## src/rtl/task_10_pkg.sv

```systemverilog
// Shared types and widths for the write-key front end.
// Holds operand widths, FSM state encoding and the released key level.
package task_10_pkg;

  localparam int ADDR_W = 3;
  localparam int DATA_W = 8;
  localparam int PCNT_W = 8;

  localparam logic KEY_RELEASED = 1'b1;

  typedef enum logic [1:0] {
    IDLE    = 2'd0,
    ARM     = 2'd1,
    HELD    = 2'd2,
    RELEASE = 2'd3
  } state_e;

endpackage

```

## src/rtl/task_10_sync2.sv

```systemverilog
// Two-flop synchronizer with a configurable reset value.
// Ports: clk, rst_n (async active-low), d_i raw in, q_o synced out.
module task_10_sync2 #(
  parameter int               WIDTH   = 1,
  parameter logic [WIDTH-1:0] RST_VAL = '0
) (
  input  logic             clk,
  input  logic             rst_n,
  input  logic [WIDTH-1:0] d_i,
  output logic [WIDTH-1:0] q_o
);

  logic [WIDTH-1:0] meta_q;
  logic [WIDTH-1:0] sync_q;

  always_ff @(posedge clk or negedge rst_n) begin
    if (!rst_n) begin
      meta_q <= RST_VAL;
      sync_q <= RST_VAL;
    end else begin
      meta_q <= d_i;
      sync_q <= meta_q;
    end
  end

  assign q_o = sync_q;

endmodule

```

## src/rtl/task_10_write_ctrl.sv

```systemverilog
// Write-key front end: sync + debounce key, one strobe per press.
// Ports: clk, key0_rst (async low), key1_write raw key, sw_addr,
// sw_value raw switches; wr_key_n strobe, wr_addr, wr_value captured
// operands, key_level_n debounced level, press_cnt accepted presses.
// Macro TASK_10_AUTO_INC_EN: wr_addr from an internal wrapping pointer.
module task_10_write_ctrl
  import task_10_pkg::*;
#(
  parameter int DEBOUNCE_CYCLES = 4,
  parameter int CNT_W = $clog2(DEBOUNCE_CYCLES)
) (
  input  logic              clk,
  input  logic              key0_rst,
  input  logic              key1_write,
  input  logic [ADDR_W-1:0] sw_addr,
  input  logic [DATA_W-1:0] sw_value,
  output logic              wr_key_n,
  output logic [ADDR_W-1:0] wr_addr,
  output logic [DATA_W-1:0] wr_value,
  output logic              key_level_n,
  output logic [PCNT_W-1:0] press_cnt
);

  localparam logic [CNT_W-1:0] LAST =
    CNT_W'(DEBOUNCE_CYCLES - 1);

  logic              key_s;
  logic [DATA_W-1:0] val_s;
  logic [ADDR_W-1:0] cap_addr;

  state_e            state_q, state_d;
  logic [CNT_W-1:0]  cnt_q, cnt_d;
  logic              wr_key_q, wr_key_d;
  logic [ADDR_W-1:0] addr_q, addr_d;
  logic [DATA_W-1:0] val_q, val_d;
  logic              lvl_q, lvl_d;
  logic [PCNT_W-1:0] pcnt_q, pcnt_d;
  logic              strobe;

  task_10_sync2 #(
    .WIDTH(1), .RST_VAL(KEY_RELEASED)
  ) u_key_sync (
    .clk(clk), .rst_n(key0_rst),
    .d_i(key1_write), .q_o(key_s)
  );

  task_10_sync2 #(
    .WIDTH(DATA_W), .RST_VAL('0)
  ) u_val_sync (
    .clk(clk), .rst_n(key0_rst),
    .d_i(sw_value), .q_o(val_s)
  );

`ifdef TASK_10_AUTO_INC_EN
  logic [ADDR_W-1:0] ptr_q, ptr_d;

  assign cap_addr = ptr_q;

  always_comb begin
    ptr_d = ptr_q;
    if (strobe) ptr_d = ptr_q + ADDR_W'(1);
  end

  always_ff @(posedge clk or negedge key0_rst) begin
    if (!key0_rst) ptr_q <= '0;
    else           ptr_q <= ptr_d;
  end
`else
  task_10_sync2 #(
    .WIDTH(ADDR_W), .RST_VAL('0)
  ) u_addr_sync (
    .clk(clk), .rst_n(key0_rst),
    .d_i(sw_addr), .q_o(cap_addr)
  );
`endif

  always_comb begin
    state_d = state_q;
    cnt_d   = cnt_q;
    strobe  = 1'b0;
    unique case (state_q)
      IDLE: begin
        if (key_s != KEY_RELEASED) begin
          state_d = ARM;
          cnt_d   = '0;
        end
      end
      ARM: begin
        if (key_s == KEY_RELEASED) begin
          state_d = IDLE;
        end else if (cnt_q == LAST) begin
          state_d = HELD;
          strobe  = 1'b1;
        end else begin
          cnt_d = cnt_q + CNT_W'(1);
        end
      end
      HELD: begin
        if (key_s == KEY_RELEASED) begin
          state_d = RELEASE;
          cnt_d   = '0;
        end
      end
      RELEASE: begin
        // A low sample here is release bounce: back to HELD, no strobe.
        if (key_s != KEY_RELEASED) begin
          state_d = HELD;
        end else if (cnt_q == LAST) begin
          state_d = IDLE;
        end else begin
          cnt_d = cnt_q + CNT_W'(1);
        end
      end
      default: state_d = IDLE;
    endcase
  end

  always_comb begin
    wr_key_d = 1'b1;
    addr_d   = addr_q;
    val_d    = val_q;
    pcnt_d   = pcnt_q;
    if (strobe) begin
      wr_key_d = 1'b0;
      addr_d   = cap_addr;
      val_d    = val_s;
      pcnt_d   = pcnt_q + PCNT_W'(1);
    end
    lvl_d = !(state_d == HELD || state_d == RELEASE);
  end

  always_ff @(posedge clk or negedge key0_rst) begin
    if (!key0_rst) begin
      state_q  <= IDLE;
      cnt_q    <= '0;
      wr_key_q <= 1'b1;
      addr_q   <= '0;
      val_q    <= '0;
      lvl_q    <= 1'b1;
      pcnt_q   <= '0;
    end else begin
      state_q  <= state_d;
      cnt_q    <= cnt_d;
      wr_key_q <= wr_key_d;
      addr_q   <= addr_d;
      val_q    <= val_d;
      lvl_q    <= lvl_d;
      pcnt_q   <= pcnt_d;
    end
  end

  assign wr_key_n    = wr_key_q;
  assign wr_addr     = addr_q;
  assign wr_value    = val_q;
  assign key_level_n = lvl_q;
  assign press_cnt   = pcnt_q;

endmodule
```

## config.mk

```make
export PLATFORM = sky130hd
export DESIGN_NAME = task_10_write_ctrl
export DESIGN_NICKNAME = d
export VERILOG_FILES = /design/src/rtl/task_10_pkg.sv /design/src/rtl/task_10_sync2.sv /design/src/rtl/task_10_write_ctrl.sv
export SDC_FILE = /design/constraint.sdc
export NUM_CORES = 1
export LEC_CHECK = 0
export CAP_MARGIN = 25
export CORE_MARGIN = 2
export CORE_UTILIZATION = 53
export CTS_BUF_LIST = sky130_fd_sc_hd__clkbuf_4 sky130_fd_sc_hd__clkbuf_8 sky130_fd_sc_hd__clkbuf_16
export DETAILED_ROUTE_END_ITERATION = 10
export PLACE_DENSITY = 0.83
export SLEW_MARGIN = 20
export SYNTH_ARGS = -nofsm -noshare
export SYNTH_HDL_FRONTEND = slang
export SYNTH_SLANG_ARGS = --single-unit
```

## constraint.sdc

```tcl
create_clock -name clk -period 3.4 [get_ports clk]
set_clock_uncertainty 0.15 [all_clocks]
set_input_delay 0.68 -clock clk [delete_from_list [all_inputs] [get_ports clk]]
set_output_delay 0.68 -clock clk [all_outputs]
set_load 0.02 [all_outputs]
```

# Word level (Yosys, flattened, before mapping)
# Index checks and enable logic that the tools add are counted.
# classes
addsub	2
eq_ne	10
n_mux	17
reduce_logical	4
# op_table
operator	n
2-bit 2-to-1 mux	11
2-bit one-hot mux with 4 select lines	2
2-bit equality test, second input constant	5
8-bit by 1-bit adder with 8-bit output, second input constant	1
1-bit 2-to-1 mux	4
2-bit by 1-bit != test with 1-bit output, second input constant	2
2-bit != test, second input constant	2
4-bit AND reduction	1
2-bit by 1-bit adder with 2-bit output, second input constant	1
2-bit by 1-bit equality test with 1-bit output, second input constant	1
2-bit zero test	1
1-bit zero test	1
1-bit logical OR	1
# word_totals
regBits	49
inputBits	14
out_inout_bits	21
wordCells	46

# Longest topological paths before layout
# Gate-level depths: netlist of the first run.
# depth
depth_word	7
depth_mapped	6
mapped_depth_nobuf	5

# Cells and area by module
# Synthesis of the first run repeated with hierarchy kept, for this count alone.
# unflattened
cells_unflattened	99
area_unflattened_um2	1642.8
# by_module_without_submodules
mod	instances	cells_per_inst	area_each_um2	seq_area_each_um2
task_10_write_ctrl	1	75	1039.7	628.1
task_10_sync2 (u_val_sync)	1	16	400.4	400.4
task_10_sync2 (u_addr_sync)	1	6	150.1	150.1
task_10_sync2 (u_key_sync)	1	2	52.6	52.6

# Worst setup path after synthesis of the first run
# OpenSTA, ideal clock, no wires.
# synth_path
path_kind	register -> register
startpoint	reg cnt_q[0]
endpoint	reg pcnt_q[7] (netlist: press_cnt[7])
setup_time_ps	79
arrival_time_ps	1318
required_time_ps	3171
setup_slack_ps	1852
stages_incl_launch_ff	6
n_path_buf	0
synth_period_minus_slack_ps	1548
cell_sequence	dfrtp_1 > ha_1 > and4bb_4 > inv_4 > nor4_4 > xor2_1
# synth_via
elab_chain_len	4
# synth_lines
element	line_no	text
from (decl)	task_10_write_ctrl.sv:32	logic [CNT_W-1:0] cnt_q, cnt_d;
from (signal assigned)	task_10_write_ctrl.sv:143	cnt_q <= cnt_d;
2-bit equality test	task_10_write_ctrl.sv:91	end else if (cnt_q == LAST) begin
1-bit 2-to-1 mux	task_10_write_ctrl.sv:91	
1-bit 2-to-1 mux	task_10_write_ctrl.sv:89	if (key_s == KEY_RELEASED) begin
1-bit 2-to-1 mux	task_10_write_ctrl.sv:81	unique case (state_q)
to (signal assigned)	task_10_write_ctrl.sv:148	pcnt_q <= pcnt_d;
to (decl)	task_10_write_ctrl.sv:37	logic [PCNT_W-1:0] pcnt_q, pcnt_d;
# Every way passes these cells.
# A chain may end at the register's enable or synchronous reset.

# Final worst setup path of the first run
# layout_path
startpoint	reg wr_key_q (netlist: wr_key_n)
endpoint	out wr_key_n
# layout_rtl
element	line_no	text
from (decl)	task_10_write_ctrl.sv:33	logic wr_key_q, wr_key_d;
from (signal assigned)	task_10_write_ctrl.sv:144	wr_key_q <= wr_key_d;
to (decl)	task_10_write_ctrl.sv:17	output logic wr_key_n,
# No word-level cell between the ends.

==> results of run 1 <==
[cells by family after synthesis]
family | Yosys count | share of synthesized area [%]
AO/OA/AOI/OAI | 8 | 3.04
XOR/XNOR | 8 | 4.26
adder cells (fa/ha/maj) | 3 | 2.28
buffers and inverters | 3 | 0.912
flip-flops | 49 | 74.8
AND/OR/NAND/NOR | 53 | 14.7
[how the worst min path moves through the flow]
stage                               endpoint  cells past startpoint
final                           press_cnt[3]                      1
after global routing                cnt_q[1]                      1
after CTS                  u_val_sync.q_o[7]                      0
after detailed placement   u_val_sync.q_o[0]                      0
after global placement     u_val_sync.q_o[5]                      0
after floorplan           u_addr_sync.q_o[0]                      0
[where the power goes]
| part | switching [µW] | internal [µW] | total (µW) |
|---|---|---|---|
| logic | 99.3 | 102 | 201 |
| clock network | 165 | 184 | 349 |
| registers | 42.5 | 642 | 685 |
[cell usage after synthesis, drive strengths merged]
cell type / n
a21o: 1
a21oi: 3
a22o: 2
and4bb: 1
buf: 1
clkbuf: 1
dfrtp: 45
dfstp: 4
ha: 3
inv: 1
nand2: 42
nand2b: 1
nand3: 2
nand4: 1
nor2: 2
nor3: 2
nor4: 1
o21ai: 2
or2: 1
xnor2: 3
xor2: 5
[flip-flops by register name, summed over array words and instances, names as in the netlist]
name,flops
cnt_q,2
key_level_n,1
press_cnt,8
state_q,2
u_addr_sync.meta_q,3
u_addr_sync.q_o,3
u_key_sync.meta_q,1
u_key_sync.q_o,1
u_val_sync.meta_q,8
u_val_sync.q_o,8
wr_addr,3
wr_key_n,1
wr_value,8
[through the flow]
stage	std cells	utilization (%)	setup slack, ns	cell area [µm²]
floorplan	124	-	1.85	1650
global placement	189	67.0	1.49	2010
detailed placement	189	67.0	1.48	2010
CTS	197	70.0	1.06	2100
global route	197	70.1	1.04	2100
finish	197	70.1	1.09	2100
[layer usage]
layer	share of wire, %	up-vias
met5	0	-
met4	1.3	0
met3	4.7	5
met2	50	25
met1	44	496
li1	-	470
[area by class of cell]
type | count | area, µm² | share of cell area [%]
clock buffer | 7 | 58.8 | 2.79
clock inverter | 1 | 30.0 | 1.43
timing repair buffer | 34 | 338 | 16.1
tap | 33 | 41.3 | 1.96
sequential | 49 | 1230 | 58.5
inverter | 1 | 6.26 | 0.297
multi-input combinational | 72 | 399 | 19.0
==> impl_metrics.csv, run 1 <==
group,metric,value,unit
sta,finalMaxSlewViolations,0,
clock_tree,hold_buffers,0,
worst_setup_path,r2r_end,"press_cnt[7]",
layout,area_growth,27.9,%
clock_tree,cts-htree-levels,2,
worst_hold_path,hp-class,"in2async",
worst_setup_path,critPathMaxFanout,1,
clock_tree,cts_sinks,49,
global_route,met1_usage,20.5,%
clock_tree,cts.reportedPaths.clkPinSlew,0.13,ns
detailed_routing,num_vias,996,
global_route,grt_pass1_wl,4350,µm
sta,worstMarginPinSlew,0.586,ns
worst_setup_path,critPathKind,"reg2out",
clock_tree,root_buffer,"clkbuf_4",
clock_tree,cts-resized-gates,0,
pwr,power_leakage,0.00101,µW
layout,mostFrequentLayoutCells,"dfrtp_1, nand2_1, clkdlybuf4s50_1",
detailed_routing,firstDrtPassIters,4,
global_route,globalRouteTotalUtil,17.0,%
detailed_routing,ant_nets,0,
global_route,groute.layer.met3.usage,5.19,%
synth,synth_cell_types,21,
place,numPortBuffers,34,
synth,synth_area_per_cell,13.3,µm²
detailed_routing,routed_wl,2530,µm
global_route,overflow,0,
sta,hold_violations,0,
worst_setup_path,critical_path_cell_count,1,
worst_setup_path,critical_path.cell_chain,"clkdlybuf4s50_1",
floorplanning,initial_utilization,54.8,%
flow_run,max_cap_violations,0,
worst_setup_path,cp-endpoint,"wr_key_n",
floorplanning,die_x,59.7,µm
layout,drive_above_1_share,10.4,%
sta,setup_viol,0,
pwr,p_per_area,586,nW/µm²
global_route,top_usage_layer,"met2",
floorplanning,core_area,3000,µm²
worst_setup_path,cp-startpoint,"wr_key_n",
detailed_routing,dr.first_iter.drc_count,40,
pwr,ir_drop,0.000312,V
sta,max_freq,434,MHz
synth,synth_seq_cells,49,
synth,synth_cells,124,
floorplanning,pin_count,35,
worst_setup_path,worstPathRequired,2.57,ns
layout,nets,180,
clock_tree,cts_setup_buffers,0,
outcome,status,"finished clean",
sta,finalSetupTns,0,ns
worst_setup_path,path_buf_inv,1,
synth,yosysWarnings,0,
clock_tree,clock_path_buffers,2,
worst_setup_path,reg2reg_slack,1.54,ns
floorplanning,rows,20,
synth,synth_top_cell_by_area,"dfrtp_1",
worst_setup_path,endpoint_kind,"primary output",
clock_tree,cts_tree,"built",
sta,min_period,2.31,ns
worst_setup_path,crit_path_top_delay_cell,"clkdlybuf4s50_1",
detailed_routing,avgViaCountPerCell,5.06,
layout,fillCellCount,226,
place,gp_congestion,0.702,
global_route,grt_pass1_vias,1007,
worst_setup_path,cp_top_family,"buffers and inverters",
worst_setup_path,worstRegToRegCells,5,
sta,post-route-period-util,67.8,%
global_route,gr-usage-met2,27.8,%
place,hpwlAfterDp,1770,µm
sta,hold_slack,0.165,ns
sta,rsz0062_at_grt,"no",
synth,syn-num-nets,141,
synth,seq_area_frac_synth,74.8,%
detailed_routing,drc,0,
layout,layout_commonest_cell,"dfrtp_1",
global_route,grt_max_degree,50,
floorplanning,die_h,59.7,µm
synth,syn_area,1650,µm²
worst_setup_path,start_kind,"register",
synth,synth_area_leaders,"dfrtp_1, nand2_1, dfstp_2",
worst_setup_path,worstPathArrival,1.48,ns
worst_setup_path,cpPeakStageDelay,0.59,ns
global_route,antenna_found_initial,0,
clock_tree,clkLatencyLatePin,0.34,ns
floorplanning,die-area,3570,µm²
detailed_routing,wl_per_cell,12.9,µm
synth,yosysTopAreaCellShare,68.4,%
layout,antennaDiodeCount,0,
pwr,total_power,1230,µW
clock_tree,cts_buffers,5,
worst_setup_path,rr_startpoint,"cnt_q[0]",
sta,max_slew_margin,61.0,%
Power figures use the tool's default switching activity.
==> inputs of run 2 (changes only) <==
- CORE_UTILIZATION: 53 -> 49
- PLACE_DENSITY: 0.83 -> 0.77
- clock period: 3.4 -> 2.3 ns (I/O delays scaled with it)
==> run 2 against run 1 <==
Register-to-register slack lost 1.1 ns; power up 54%; routed wire length decreased by 2.4%; setup slack got worse by 0.88 ns; sequential share of layout area shrank 0.96 points; largest cell class unchanged.
==> impl_metrics.csv, run 2 (synthesized netlist as in run 1, its figures left out) <==
group,metric,value,unit
floorplanning,die-area,3840,µm²
sta,max_slew_margin,62.5,%
worst_setup_path,critical_path.cell_chain,"clkdlybuf4s50_1",
place,place_inst,203,
clock_tree,cts.reportedPaths.clkPinSlew,0.13,ns
floorplanning,pin_count,35,
worst_setup_path,rr_startpoint,"cnt_q[0]",
global_route,met1_usage,17.1,%
sta,setup_viol,0,
sta,worst_slack,0.217,ns
clock_tree,cts_buffers,5,
worst_setup_path,worstPathArrival,1.47,ns
worst_setup_path,cp_top_family,"buffers and inverters",
floorplanning,die_x,61.9,µm
clock_tree,root_buffer,"clkbuf_4",
worst_setup_path,crit_path_top_delay_cell,"clkdlybuf4s50_1",
worst_setup_path,endpoint_kind,"primary output",
sta,post-route-period-util,90.6,%
global_route,top_usage_layer,"met2",
clock_tree,cts_setup_buffers,0,
global_route,overflow,0,
clock_tree,hold_buffers,0,
global_route,groute.layer.met3.usage,4.97,%
worst_setup_path,start_kind,"register",
place,gp_congestion,0.729,
detailed_routing,ant_nets,0,
worst_setup_path,critPathMaxFanout,1,
worst_setup_path,reg2reg_slack,0.47,ns
worst_setup_path,path_buf_inv,1,
outcome,status,"finished clean",
clock_tree,clkLatencyLatePin,0.35,ns
worst_hold_path,hp-class,"in2async",
flow_run,max_cap_violations,0,
sta,rsz0062_at_grt,"no",
sta,min_period,2.08,ns
place,preCtsSetupSlack,0.471,ns
clock_tree,cts_tree,"built",
layout,layout_commonest_cell,"dfrtp_1",
floorplanning,rows,21,
detailed_routing,drc,0,
worst_setup_path,worstRegToRegCells,5,
place,hpwlAfterDp,1770,µm
detailed_routing,wl_per_cell,11.7,µm
worst_setup_path,r2r_end,"press_cnt[7]",
clock_tree,cts_sinks,49,
global_route,grt_pass1_wl,3990,µm
worst_setup_path,cpPeakStageDelay,0.59,ns
pwr,power_leakage,0.00102,µW
layout,antennaDiodeCount,0,
clock_tree,cts-htree-levels,2,
layout,nets,181,
floorplanning,initial_utilization,50.1,%
clock_tree,clock_path_buffers,2,
sta,hold_slack,0.0225,ns
worst_setup_path,worstPathRequired,1.69,ns
detailed_routing,firstDrtPassIters,4,
global_route,antenna_found_initial,0,
sta,max_freq,480,MHz
sta,hold_violations,0,
sta,finalSetupTns,0,ns
global_route,gr-usage-met2,25.0,%
pwr,ir_drop,0.000504,V
floorplanning,die_h,61.9,µm
global_route,grt_pass1_vias,959,
layout,final_cells,211,
detailed_routing,dr.first_iter.drc_count,26,
detailed_routing,avgViaCountPerCell,4.69,
clock_tree,cts-resized-gates,0,
place,numPortBuffers,34,
layout,final_util,65.1,%
global_route,globalRouteTotalUtil,15.1,%
pwr,p_per_area,888,nW/µm²
layout,mostFrequentLayoutCells,"dfrtp_1, nand2_1, clkdlybuf4s50_1",
detailed_routing,num_vias,989,
worst_setup_path,critPathKind,"reg2out",
floorplanning,core_area,3280,µm²
sta,worstMarginPinSlew,0.562,ns
detailed_routing,routed_wl,2470,µm
layout,area_growth,30.0,%
layout,drive_above_1_share,10.9,%
global_route,grt_max_degree,50,
sta,finalMaxSlewViolations,0,
run 2: metal layers:
layer | wire, µm | up-vias
met4 | 49 | 0
met2 | 1260 | 25
met5 | 0 | -
met1 | 1050 | 483
met3 | 119 | 7
li1 | - | 474
run 2: worst max path at each step:
stage	startpoint	endpoint	slack, ns	cells after the start
6_report	wr_key_n	wr_key_n	0.22	1
3_3_place_gp	cnt_q[0]	press_cnt[7]	0.58	5
3_5_place_dp	cnt_q[0]	press_cnt[7]	0.47	5
2_1_floorplan	cnt_q[0]	press_cnt[7]	0.75	5
4_1_cts	wr_key_n	wr_key_n	0.20	1
5_1_grt	key_level_n	key_level_n	0.16	1
run 2: power by group:
part           switching (µW)  total (µW)  internal [µW]
registers                65.8        1020            949
logic                     146         298            152
clock network             249         586            337
total                     461        1900           1440
run 2: area by class of cell:
class / instances / area (µm²)
flip-flops and latches: 49 / 1230
clock inverters: 3 / 65.1
well taps: 46 / 57.6
multi-input cells: 72 / 399
repair buffers: 35 / 343
inverters: 1 / 6.26
fillers: 244 / 1140
clock buffers: 5 / 37.5
run 2: stage by stage:
| step | total power (µW) | area, µm² |
|---|---|---|
| 2_1_floorplan | 1170 | 1650 |
| 3_3_place_gp | 1310 | 2040 |
| 3_5_place_dp | 1340 | 2040 |
| 4_1_cts | 1920 | 2140 |
| 5_1_grt | 2000 | 2140 |
| 6_report | 1900 | 2140 |
